`src/rtl/rt_pkg.sv`:
```
// Shared types and fp32 constants for the camera ray generator and its adder.
package rt_pkg;

  localparam int FP32_SIGN_W = 1;
  localparam int FP32_EXP_W  = 8;
  localparam int FP32_MAN_W  = 23;

  localparam logic [31:0] FP32_POS_ZERO = 32'h0000_0000;
  localparam logic [31:0] FP32_MAX      = 32'h7F7F_FFFF;

  typedef enum logic [2:0] {
    ST_IDLE  = 3'd0,
    ST_ISSUE = 3'd1,
    ST_WAIT  = 3'd2,
    ST_EMIT  = 3'd3,
    ST_STEP  = 3'd4
  } state_e;

endpackage

```
`src/rtl/fp32_add.sv`:
```
// Combinational fp32 adder: round-to-nearest-even, denormals flushed to +0,
// overflow saturates to signed infinity. NaN inputs are not supported.
module fp32_add
  import rt_pkg::*;
(
  input  logic [31:0] a,
  input  logic [31:0] b,
  output logic [31:0] sum
);

  localparam logic [FP32_EXP_W-1:0] EXP_MAX = '1;

  logic                  a_zero, b_zero, a_inf, b_inf, a_ge;
  logic [31:0]           big, sml;
  logic [FP32_EXP_W-1:0] d;
  logic [49:0]           sml_full, sml_sh;
  logic [26:0]           big_x, sml_x, norm;
  logic [27:0]           raw;
  logic [4:0]            lz;
  logic                  found, round_up;
  logic signed [9:0]     exp_n;
  logic [24:0]           mant_r;
  logic [FP32_MAN_W-1:0] frac;

  always_comb begin
    a_zero = (a[30:23] == '0);
    b_zero = (b[30:23] == '0);
    a_inf  = (a[30:23] == EXP_MAX);
    b_inf  = (b[30:23] == EXP_MAX);
    a_ge   = (a[30:0] >= b[30:0]);
    big    = a_ge ? a : b;
    sml    = a_ge ? b : a;
    d      = big[30:23] - sml[30:23];

    // Align the smaller operand, folding everything shifted out into a sticky bit.
    sml_full = {1'b1, sml[22:0], 26'b0};
    sml_sh   = sml_full >> d;
    sml_x    = {sml_sh[49:24], |sml_sh[23:0]};
    big_x    = {1'b1, big[22:0], 3'b000};
    raw      = (big[31] ^ sml[31]) ? ({1'b0, big_x} - {1'b0, sml_x})
                                   : ({1'b0, big_x} + {1'b0, sml_x});

    lz    = '0;
    found = 1'b0;
    for (int i = 26; i >= 0; i--) begin
      if (!found && raw[i]) begin
        lz    = 5'(26 - i);
        found = 1'b1;
      end
    end

    if (raw[27]) begin
      norm  = {raw[27:2], raw[1] | raw[0]};
      exp_n = $signed({2'b00, big[30:23]}) + 10'sd1;
    end else begin
      norm  = raw[26:0] << lz;
      exp_n = $signed({2'b00, big[30:23]}) - $signed({5'b00000, lz});
    end

    round_up = norm[2] & ((|norm[1:0]) | norm[3]);
    mant_r   = {1'b0, norm[26:3]} + {24'b0, round_up};
    if (mant_r[24]) begin
      exp_n = exp_n + 10'sd1;
      frac  = mant_r[23:1];
    end else begin
      frac  = mant_r[22:0];
    end

    if (a_inf)                sum = a;
    else if (b_inf)           sum = b;
    else if (a_zero && b_zero) sum = FP32_POS_ZERO;
    else if (a_zero)          sum = b;
    else if (b_zero)          sum = a;
    else if (raw == '0)       sum = FP32_POS_ZERO;
    else if (exp_n <= 10'sd0) sum = FP32_POS_ZERO;
    else if (exp_n >= 10'sd255) sum = {big[31], EXP_MAX, {FP32_MAN_W{1'b0}}};
    else                      sum = {big[31], exp_n[7:0], frac};
  end

endmodule

```
`src/rtl/ray_gen.sv`:
```
// Row-major camera ray generator: issues one ray per pixel to rtunit and
// forwards each hit record downstream on a ready/valid stream.
//
// state    | meaning
// IDLE     | waiting for start, config latched on accept
// ISSUE    | rt_valid pulse for the current pixel
// WAIT     | waiting for rt_done, results captured on it
// EMIT     | px record presented until downstream accepts
// STEP     | advance column/row and accumulate direction
module ray_gen
  import rt_pkg::*;
#(
  parameter int WIDTH  = 100,
  parameter int HEIGHT = 100
) (
  input  logic        clk,
  input  logic        reset,
  input  logic        start,
  input  logic [31:0] origin_x,
  input  logic [31:0] origin_y,
  input  logic [31:0] origin_z,
  input  logic [31:0] dir0_x,
  input  logic [31:0] dir0_y,
  input  logic [31:0] dir_z,
  input  logic [31:0] step_x,
  input  logic [31:0] step_y,
  input  logic [31:0] tmax,
  output logic        busy,
  output logic        frame_done,
  output logic        rt_valid,
  output logic [31:0] rt_origin_x,
  output logic [31:0] rt_origin_y,
  output logic [31:0] rt_origin_z,
  output logic [31:0] rt_dir_x,
  output logic [31:0] rt_dir_y,
  output logic [31:0] rt_dir_z,
  output logic [31:0] rt_tmax,
  input  logic        rt_done,
  input  logic        rt_intersected,
  input  logic [31:0] rt_t,
  input  logic [31:0] rt_u,
  input  logic [31:0] rt_v,
  input  logic [31:0] rt_n_x,
  input  logic [31:0] rt_n_y,
  input  logic [31:0] rt_n_z,
  output logic        px_valid,
  input  logic        px_ready,
  output logic [15:0] px_x,
  output logic [15:0] px_y,
  output logic        px_hit,
  output logic [31:0] px_t,
  output logic [31:0] px_u,
  output logic [31:0] px_v,
  output logic [31:0] px_n_x,
  output logic [31:0] px_n_y,
  output logic [31:0] px_n_z
);

  localparam logic [15:0] LAST_COL = 16'(WIDTH - 1);
  localparam logic [15:0] LAST_ROW = 16'(HEIGHT - 1);

  state_e      state;
  logic [31:0] dir0_x_q, step_x_q, step_y_q;
  logic [31:0] cur_dx, cur_dy;
  logic [31:0] add_a, add_b, add_sum;
  logic        row_end;

  assign row_end     = (px_x == LAST_COL);
  assign rt_valid    = (state == ST_ISSUE);
  assign px_valid    = (state == ST_EMIT);
  assign rt_dir_x    = cur_dx;
  assign rt_dir_y    = cur_dy;

  // One adder serves both accumulators; STEP only ever updates one of them.
  assign add_a = row_end ? cur_dy   : cur_dx;
  assign add_b = row_end ? step_y_q : step_x_q;

  fp32_add u_add (
    .a   (add_a),
    .b   (add_b),
    .sum (add_sum)
  );

  always_ff @(posedge clk) begin
    if (!reset) begin
      state       <= ST_IDLE;
      busy        <= 1'b0;
      frame_done  <= 1'b0;
      rt_origin_x <= FP32_POS_ZERO;
      rt_origin_y <= FP32_POS_ZERO;
      rt_origin_z <= FP32_POS_ZERO;
      rt_dir_z    <= FP32_POS_ZERO;
      rt_tmax     <= FP32_POS_ZERO;
      dir0_x_q    <= FP32_POS_ZERO;
      step_x_q    <= FP32_POS_ZERO;
      step_y_q    <= FP32_POS_ZERO;
      cur_dx      <= FP32_POS_ZERO;
      cur_dy      <= FP32_POS_ZERO;
      px_x        <= '0;
      px_y        <= '0;
      px_hit      <= 1'b0;
      px_t        <= '0;
      px_u        <= '0;
      px_v        <= '0;
      px_n_x      <= '0;
      px_n_y      <= '0;
      px_n_z      <= '0;
    end else begin
      frame_done <= 1'b0;
      case (state)
        ST_IDLE: begin
          if (start) begin
            rt_origin_x <= origin_x;
            rt_origin_y <= origin_y;
            rt_origin_z <= origin_z;
            rt_dir_z    <= dir_z;
            rt_tmax     <= tmax;
            dir0_x_q    <= dir0_x;
            step_x_q    <= step_x;
            step_y_q    <= step_y;
            cur_dx      <= dir0_x;
            cur_dy      <= dir0_y;
            px_x        <= '0;
            px_y        <= '0;
            busy        <= 1'b1;
            state       <= ST_ISSUE;
          end
        end
        ST_ISSUE: state <= ST_WAIT;
        ST_WAIT: begin
          if (rt_done) begin
            px_hit <= rt_intersected;
            px_t   <= rt_t;
            px_u   <= rt_u;
            px_v   <= rt_v;
            px_n_x <= rt_n_x;
            px_n_y <= rt_n_y;
            px_n_z <= rt_n_z;
            state  <= ST_EMIT;
          end
        end
        ST_EMIT: begin
          if (px_ready) begin
            if (row_end && px_y == LAST_ROW) begin
              busy       <= 1'b0;
              frame_done <= 1'b1;
              state      <= ST_IDLE;
            end else begin
              state <= ST_STEP;
            end
          end
        end
        ST_STEP: begin
          if (row_end) begin
            px_x   <= '0;
            px_y   <= px_y + 16'd1;
            cur_dx <= dir0_x_q;
            cur_dy <= add_sum;
          end else begin
            px_x   <= px_x + 16'd1;
            cur_dx <= add_sum;
          end
          state <= ST_ISSUE;
        end
        default: state <= ST_IDLE;
      endcase
    end
  end

endmodule

```
`config.mk`:
```
export PLATFORM = sky130hd
export DESIGN_NAME = ray_gen
export DESIGN_NICKNAME = d
export VERILOG_FILES = /design/src/rtl/rt_pkg.sv /design/src/rtl/fp32_add.sv /design/src/rtl/ray_gen.sv
export SDC_FILE = /design/constraint.sdc
export NUM_CORES = 2
export LEC_CHECK = 0
export BUFFER_PORTS_ARGS = -buffer_cell sky130_fd_sc_hd__buf_2
export CORE_AREA = 2 2 366 368
export CTS_CLUSTER_DIAMETER = 100
export DETAILED_ROUTE_END_ITERATION = 6
export DIE_AREA = 0 0 368 370
export GPL_TIMING_DRIVEN = 0
export PLACE_DENSITY = 0.55
export SYNTH_ARGS = -nofsm -noshare
export SYNTH_HDL_FRONTEND = slang
export SYNTH_SLANG_ARGS = --single-unit
```
`constraint.sdc`:
```
create_clock -name clk -period 46.9 [get_ports clk]
set_clock_uncertainty 0.1 [all_clocks]
set_input_delay 0 -clock clk [delete_from_list [all_inputs] [get_ports clk]]
set_output_delay 0 -clock clk [all_outputs]
set_load 0.01 [all_outputs]
```
==> Word-level counts from Yosys, hierarchy flattened <==
Cells that the tools add are included.
{ "classes": {"n_addsub": 9, "magnitude_cmp": 3, "eq_ne": 13, "n_shift": 2, "mux": 90, "n_bitwise": 4, "n_reduce_logical": 69} }
{ "ops": {"columns": ["op", "count"], "rows": [
  ["2-to-1 mux 32 bit", 15],
  ["case mux 32 bit (2 select lines)", 2],
  ["case mux 16 bit (2 select lines)", 2],
  ["2-to-1 mux 5 bit", 11],
  ["right shift 50 x 8 -> 50 bit", 1],
  ["2-to-1 mux 16 bit", 3],
  ["adder 16 x 1 -> 16 bit, second input constant", 2],
  ["== test 16 x 7 -> 1 bit, second input constant", 2],
  ["2-to-1 mux 4 bit", 8],
  ["greater-or-equal comparator 31 bit", 1],
  ["2-to-1 mux 1 bit", 31],
  ["2-to-1 mux 31 bit", 1],
  ["adder 27 x 27 -> 28 bit", 1],
  ["logical AND 1 bit", 28],
  ["zero test 28 bit", 1],
  ["2-to-1 mux 28 bit", 1],
  ["subtractor 27 x 27 -> 28 bit", 1],
  ["2-to-1 mux 27 bit", 1],
  ["<< shifter 27 x 5 -> 27 bit", 1],
  ["zero test 1 bit", 26],
  ["adder 24 x 1 -> 25 bit", 1],
  ["2-to-1 mux 3 bit", 8],
  ["OR reduction 24 bit", 1],
  ["2-to-1 mux 23 bit", 1],
  ["26 further kinds", 40]
]} }
{ "totals": {"register_bits": 550, "output_inout_bits": 453, "elab_cells": 212} }

==> Longest topological paths before layout <==
{ "depth": {"depth_word": 106, "depth_mapped": 83, "mapped_depth_nobuf": 67} }

==> By module <==
From an unflattened synthesis, not the netlist that was laid out.
{ "unflattened": {"hier_cells": 4905, "area_unflattened_um2": 34399.2} }
{ "by_module_without_submodules": {"columns": ["mod", "instances", "cells_each", "area_each_um2", "seq_area_each_um2"], "rows": [
  ["ray_gen", 1, 2780, 20873.8, 11010.6],
  ["fp32_add", 1, 2125, 13525.5, 0.0]
]} }

==> Least setup slack after synthesis <==
No wires, ideal clock.
{ "synth_path": {"path_kind": "register -> register", "startpoint": "register px_x[0]", "endpoint": "register cur_dy[10] (netlist: rt_dir_y[10])", "setup_time_ns": 0.117, "t_arrival_ns": 15.823, "required_time_ns": 46.683, "setup_slack_ns": 30.860, "stages_incl_launch_ff": 77, "synth_period_minus_slack_ns": 16.040, "path_cell_list": "dfxtp_1 ha_1 buf_2 nor4b_4 nand4_2 buf_2 buf_2 clkbuf_1 mux2i_1 ha_1 nor2b_1 nand2_1 a211o_1 a31o_2 o2111a_2 nor3_1 buf_2 buf_6 [... 41 more ...] nor2b_1 o21ai_0 nand2b_1 and2_1 o21ai_0 nand2_1 nand2_1 xor2_1 nand4_1 a21oi_1 nor4bb_1 a32oi_1 nand2_1 mux2i_1 clkbuf_1 a221oi_1 o21ai_1 a22o_1"} }
{ "synth_between": {"elab_chain_len": 106} }
{ "synth_lines": {"columns": ["element", "line_no", "text"], "rows": [
  ["start: declaration", "ray_gen.sv:48", "output logic [15:0] px_x,"],
  ["start signal: assignment", "ray_gen.sv:160", "px_x <= px_x + 16'd1;"],
  ["== test 16 x 7 -> 1 bit *", "ray_gen.sv:68", "assign row_end = (px_x == LAST_COL);"],
  ["2-to-1 mux 32 bit, on equally long branches", "ray_gen.sv:75, ray_gen.sv:76", null],
  ["greater-or-equal comparator 31 bit", "fp32_add.sv:30", "a_ge = (a[30:0] >= b[30:0]);"],
  ["2-to-1 mux 32 bit, on equally long branches", "fp32_add.sv:31, fp32_add.sv:32", null],
  ["subtractor 8 bit", "fp32_add.sv:33", "d = big[30:23] - sml[30:23];"],
  ["right shift 50 x 8 -> 50 bit", "fp32_add.sv:37", "sml_sh = sml_full >> d;"],
  ["OR reduction 24 bit", "fp32_add.sv:38", "sml_x = {sml_sh[49:24], |sml_sh[23:0]};"],
  ["adder 27 x 27 -> 28 bit / subtractor 27 x 27 -> 28 bit (equally long branches)", "fp32_add.sv:41, fp32_add.sv:40", null],
  ["[... 90 more ...]", null, null],
  ["2-to-1 mux 32 bit", "fp32_add.sv:74", "else if (raw == '0) sum = FP32_POS_ZERO;"],
  ["2-to-1 mux 32 bit", "fp32_add.sv:73", "else if (b_zero) sum = a;"],
  ["2-to-1 mux 32 bit", "fp32_add.sv:72", "else if (a_zero) sum = b;"],
  ["2-to-1 mux 32 bit", "fp32_add.sv:71", "else if (a_zero && b_zero) sum = FP32_POS_ZERO;"],
  ["2-to-1 mux 32 bit", "fp32_add.sv:70", "else if (b_inf) sum = b;"],
  ["2-to-1 mux 32 bit", "fp32_add.sv:69", "if (a_inf) sum = a;"],
  ["2-to-1 mux 32 bit", "ray_gen.sv:154", "if (row_end) begin"],
  ["case mux 32 bit (2 select lines)", "ray_gen.sv:110", "case (state)"],
  ["end signal: assignment", "ray_gen.sv:122", "cur_dy <= dir0_y;"],
  ["end signal: assignment", "ray_gen.sv:158", "cur_dy <= add_sum;"],
  ["end: declaration", "ray_gen.sv:64", "logic [31:0] cur_dx, cur_dy;"]
]} }
Every way passes the cells marked *; elsewhere a longest branch is shown, timed or not. The select of a mux whose other input is x is not followed.
A chain may end at the register's enable or synchronous reset.

==> Worst setup path after layout <==
{ "layout_path": {"startpoint": "register px_x[0]", "endpoint": "register cur_dy[16] (netlist: rt_dir_y[16])"} }
Same word-level chain as after synthesis.

==> flow_metrics.py <==
metrics = {
    "critical_path": {
        "path_class": "reg -> reg",
        "r2r_cells": 72,
        "path_max_fanout": 11,
        "cp-end-kind": "flip-flop",
        "cpMaxStageDelayCell": "buf_1",
        "start_kind": "flip-flop",
        "path_depth": 72,
        "cp_data_required_time_ns": 47.45,
        "path_buf_inv": 22,
        "cpLargestDelayFamily": "buffers and inverters",
        "crit_path_frequent_cell": "clkbuf_1",
        "critPathMaxStageDelay_ns": 1.17,
        "arrival_ns": 26.47,
    },
    "synthesis": {
        "synth_top_area_share": 0.320,
        "yosysWarnings": 0,
        "synth_nets": 5367,
        "avgSynthCellArea_um2": 7.17,
        "async_flop_share": 0,
        "ys_types": 119,
        "synth_edf_count": 0,
        "synth_top_cell_by_area": "dfxtp_1",
        "synth_cells": 4797,
        "ys_seq_area_frac": 0.320,
        "synth_top_flop_cell": "dfxtp_1",
        "yosys-top-cells-area": "dfxtp_1 32%, nand2_1 14%, a21oi_1 9.3%",
        "synth_area_um2": 34400,
        "ys_ff_latch": 550,
    },
    "floorplan": {
        "rows": 134,
        "die_h_um": 370,
        "fp.dieW_um": 368,
        "dieArea_um2": 136000,
        "initial_core_util": 0.260,
        "core_area_um2": 132000,
        "io_pins": 939,
    },
    "cts": {
        "insertion_delay_ns": 0.69,
        "root_buffer": "clkbuf_16",
        "clkSinkCount": 550,
        "path_clk_slew_ns": 0.06,
        "cts_tree": "yes",
        "cts-htree-levels": 3,
        "clockBufferDepth": 3,
        "cts_resized": 0,
        "cts_setup_buffers": 0,
        "cts-buffers-inserted": 71,
        "cts_hold_buf": 660,
    },
    "grt": {
        "grt_pass1_wl_mm": 344,
        "antenna_found_initial": 56,
        "grt_overflow_total": 0,
        "grt_max_degree": 12,
        "first_global_vias": 44000,
        "track_usage": 0.356,
    },
    "min_path": {
        "whs_path_depth": 4,
        "hold_class": "in -> reg",
    },
    "final_layout": {
        "fillers": 14200,
        "final_nets": 7040,
        "areaGrowthSynthToFinish_pct": 46.3,
        "final_cells": 8317,
        "drive_gt1_frac": 0.189,
        "final_util": 0.380,
    },
    "placed_design": {
        "dp_hpwl_mm": 208,
        "routabilityCongestion": 1.03,
        "place_ws_ns": 22.42,
        "dp_cells": 7505,
        "port_buffers": 937,
    },
    "timing": {
        "finalSetupViolCount": 0,
        "finalWorstSetupSlack_ns": 20.99,
        "drv_slew": 11,
        "worstMarginPinSlew_ns": 1.52,
        "fin_crit_sh": 0.553,
        "rsz0062_at_grt": "false",
        "slew_headroom": -0.0119,
        "tns_ns": 0,
        "hold_viol": 0,
        "timing.final.crit_period_ns": 25.91,
        "fmax_mhz": 38.6,
    },
    "drt": {
        "drt-vias-per-instance": 5.56,
        "wl_per_cell_um": 30.7,
        "drt_first_pass_iters": 6,
        "postRouteAntennaNets": 0,
        "drt_iter0_markers": 5262,
        "vias": 46200,
        "drc": 0,
        "wirelength_mm": 255,
    },
    "power": {
        "power-per-cell-area_nw_per_um2": 55.3,
        "p_total_w": 0.00278,
        "vdd.ir_drop.worst_mv": 0.0361,
        "p_leak_nw": 21.5,
    },
    "outcome": {
        "violations": "max-capacitance violations, max-slew violations",
        "status": "finished, violations left",
    },
    "job": {
        "maxCapViolCount": 1,
    },
}
-- tightest hold or removal path, stage by stage --
cell           delay [ns]
dlygate4sd3_1        0.54
buf_2                0.13
nand2_1              0.06
a21oi_1              0.05
-- power breakdown --
| group | internal (W) | switching, W | leakage [nW] |
|---|---|---|---|
| Combinational | 0.000517 | 0.00119 | 15.9 |
| Clock | 0.000307 | 0.000240 | 1.09 |
| Sequential | 0.000495 | 0.0000276 | 4.49 |
| Total | 0.00132 | 0.00146 | 21.5 |
-- final timing paths --
path,from,to,slack (ns)
worst max-delay path,px_x[0]$_SDFFE_PN0P_,rt_dir_y[16]$_SDFFE_PN0P_,20.99
worst min-delay path,rt_intersected,px_hit$_SDFFE_PN0P_,0.03
worst max register to register,px_x[0]$_SDFFE_PN0P_,rt_dir_y[16]$_SDFFE_PN0P_,20.99
worst min register to register,rt_tmax[24]$_SDFFE_PN0P_,rt_tmax[24]$_SDFFE_PN0P_,0.35
-- placed cells by master (no fill, tap or decap), types with 44 or more instances in the layout --
cell / count
a21boi_0: 87
a21oi_1: 637
a31oi_1: 58
buf_2: 975
clkbuf_1: 272
clkbuf_16: 71
dfxtp_1: 550
dlygate4sd3_1: 660
ha_1: 82
inv_1: 109
mux2i_1: 118
nand2_1: 1238
nand3_1: 101
nand4_1: 53
nor2_1: 313
nor3_1: 72
nor4_1: 47
o21ai_0: 161
or3_1: 44
xnor2_1: 52
-- layer usage --
metal  up-vias  global-route usage  share of wire
li1      20300                   -              -
met4        38               0.209          0.070
met5         -              0.0147        0.00087
met1     22600               0.432           0.39
met3       576               0.121           0.11
met2      2719               0.544           0.43
-- kinds of logic after synthesis --
family          count (synthesis)  synth area share
buf+inv                       452            0.0535
simple gates                 2083             0.268
mux                           150            0.0480
compound gates               1389             0.257
fa+ha+maj                      90            0.0328
xor+xnor                       83            0.0211
flops                         550             0.320
-- area by class of cell --
type | instances | area [um2] | area share
inverter | 116 | 438 | 0.00871
multi-input combinational | 3795 | 21600 | 0.429
clock inverter | 22 | 275 | 0.00547
antenna | 33 | 82.6 | 0.00164
sequential | 550 | 11000 | 0.219
tap | 1768 | 2210 | 0.0440
clock buffer | 97 | 1960 | 0.0391
buffer | 336 | 1410 | 0.0280
timing repair buffer | 1600 | 11300 | 0.225
-- synth_stat cells (42+ instances only) --
cell	n
clkbuf_1	259
a21boi_0	87
dfxtp_1	550
nand4_1	53
nor4_1	47
or3_1	44
xnor2_1	53
a21oi_1	637
ha_1	82
nand2_1	1238
nor2_1	313
a31oi_1	58
o21ai_0	161
mux2i_1	118
nor3_1	73
nand3_1	101
inv_1	109
o211ai_1	42
-- per-stage QoR --
stage	hold WS, ns	area, um2
2_1_floorplan	0.0360	34400
4_1_cts	0.000274	50200
3_3_place_gp	0.142	41300
5_1_grt	0.0232	50200
6_report	0.0263	50300
3_5_place_dp	0.145	41300
Note: power is estimated with default switching activity, not from simulation.
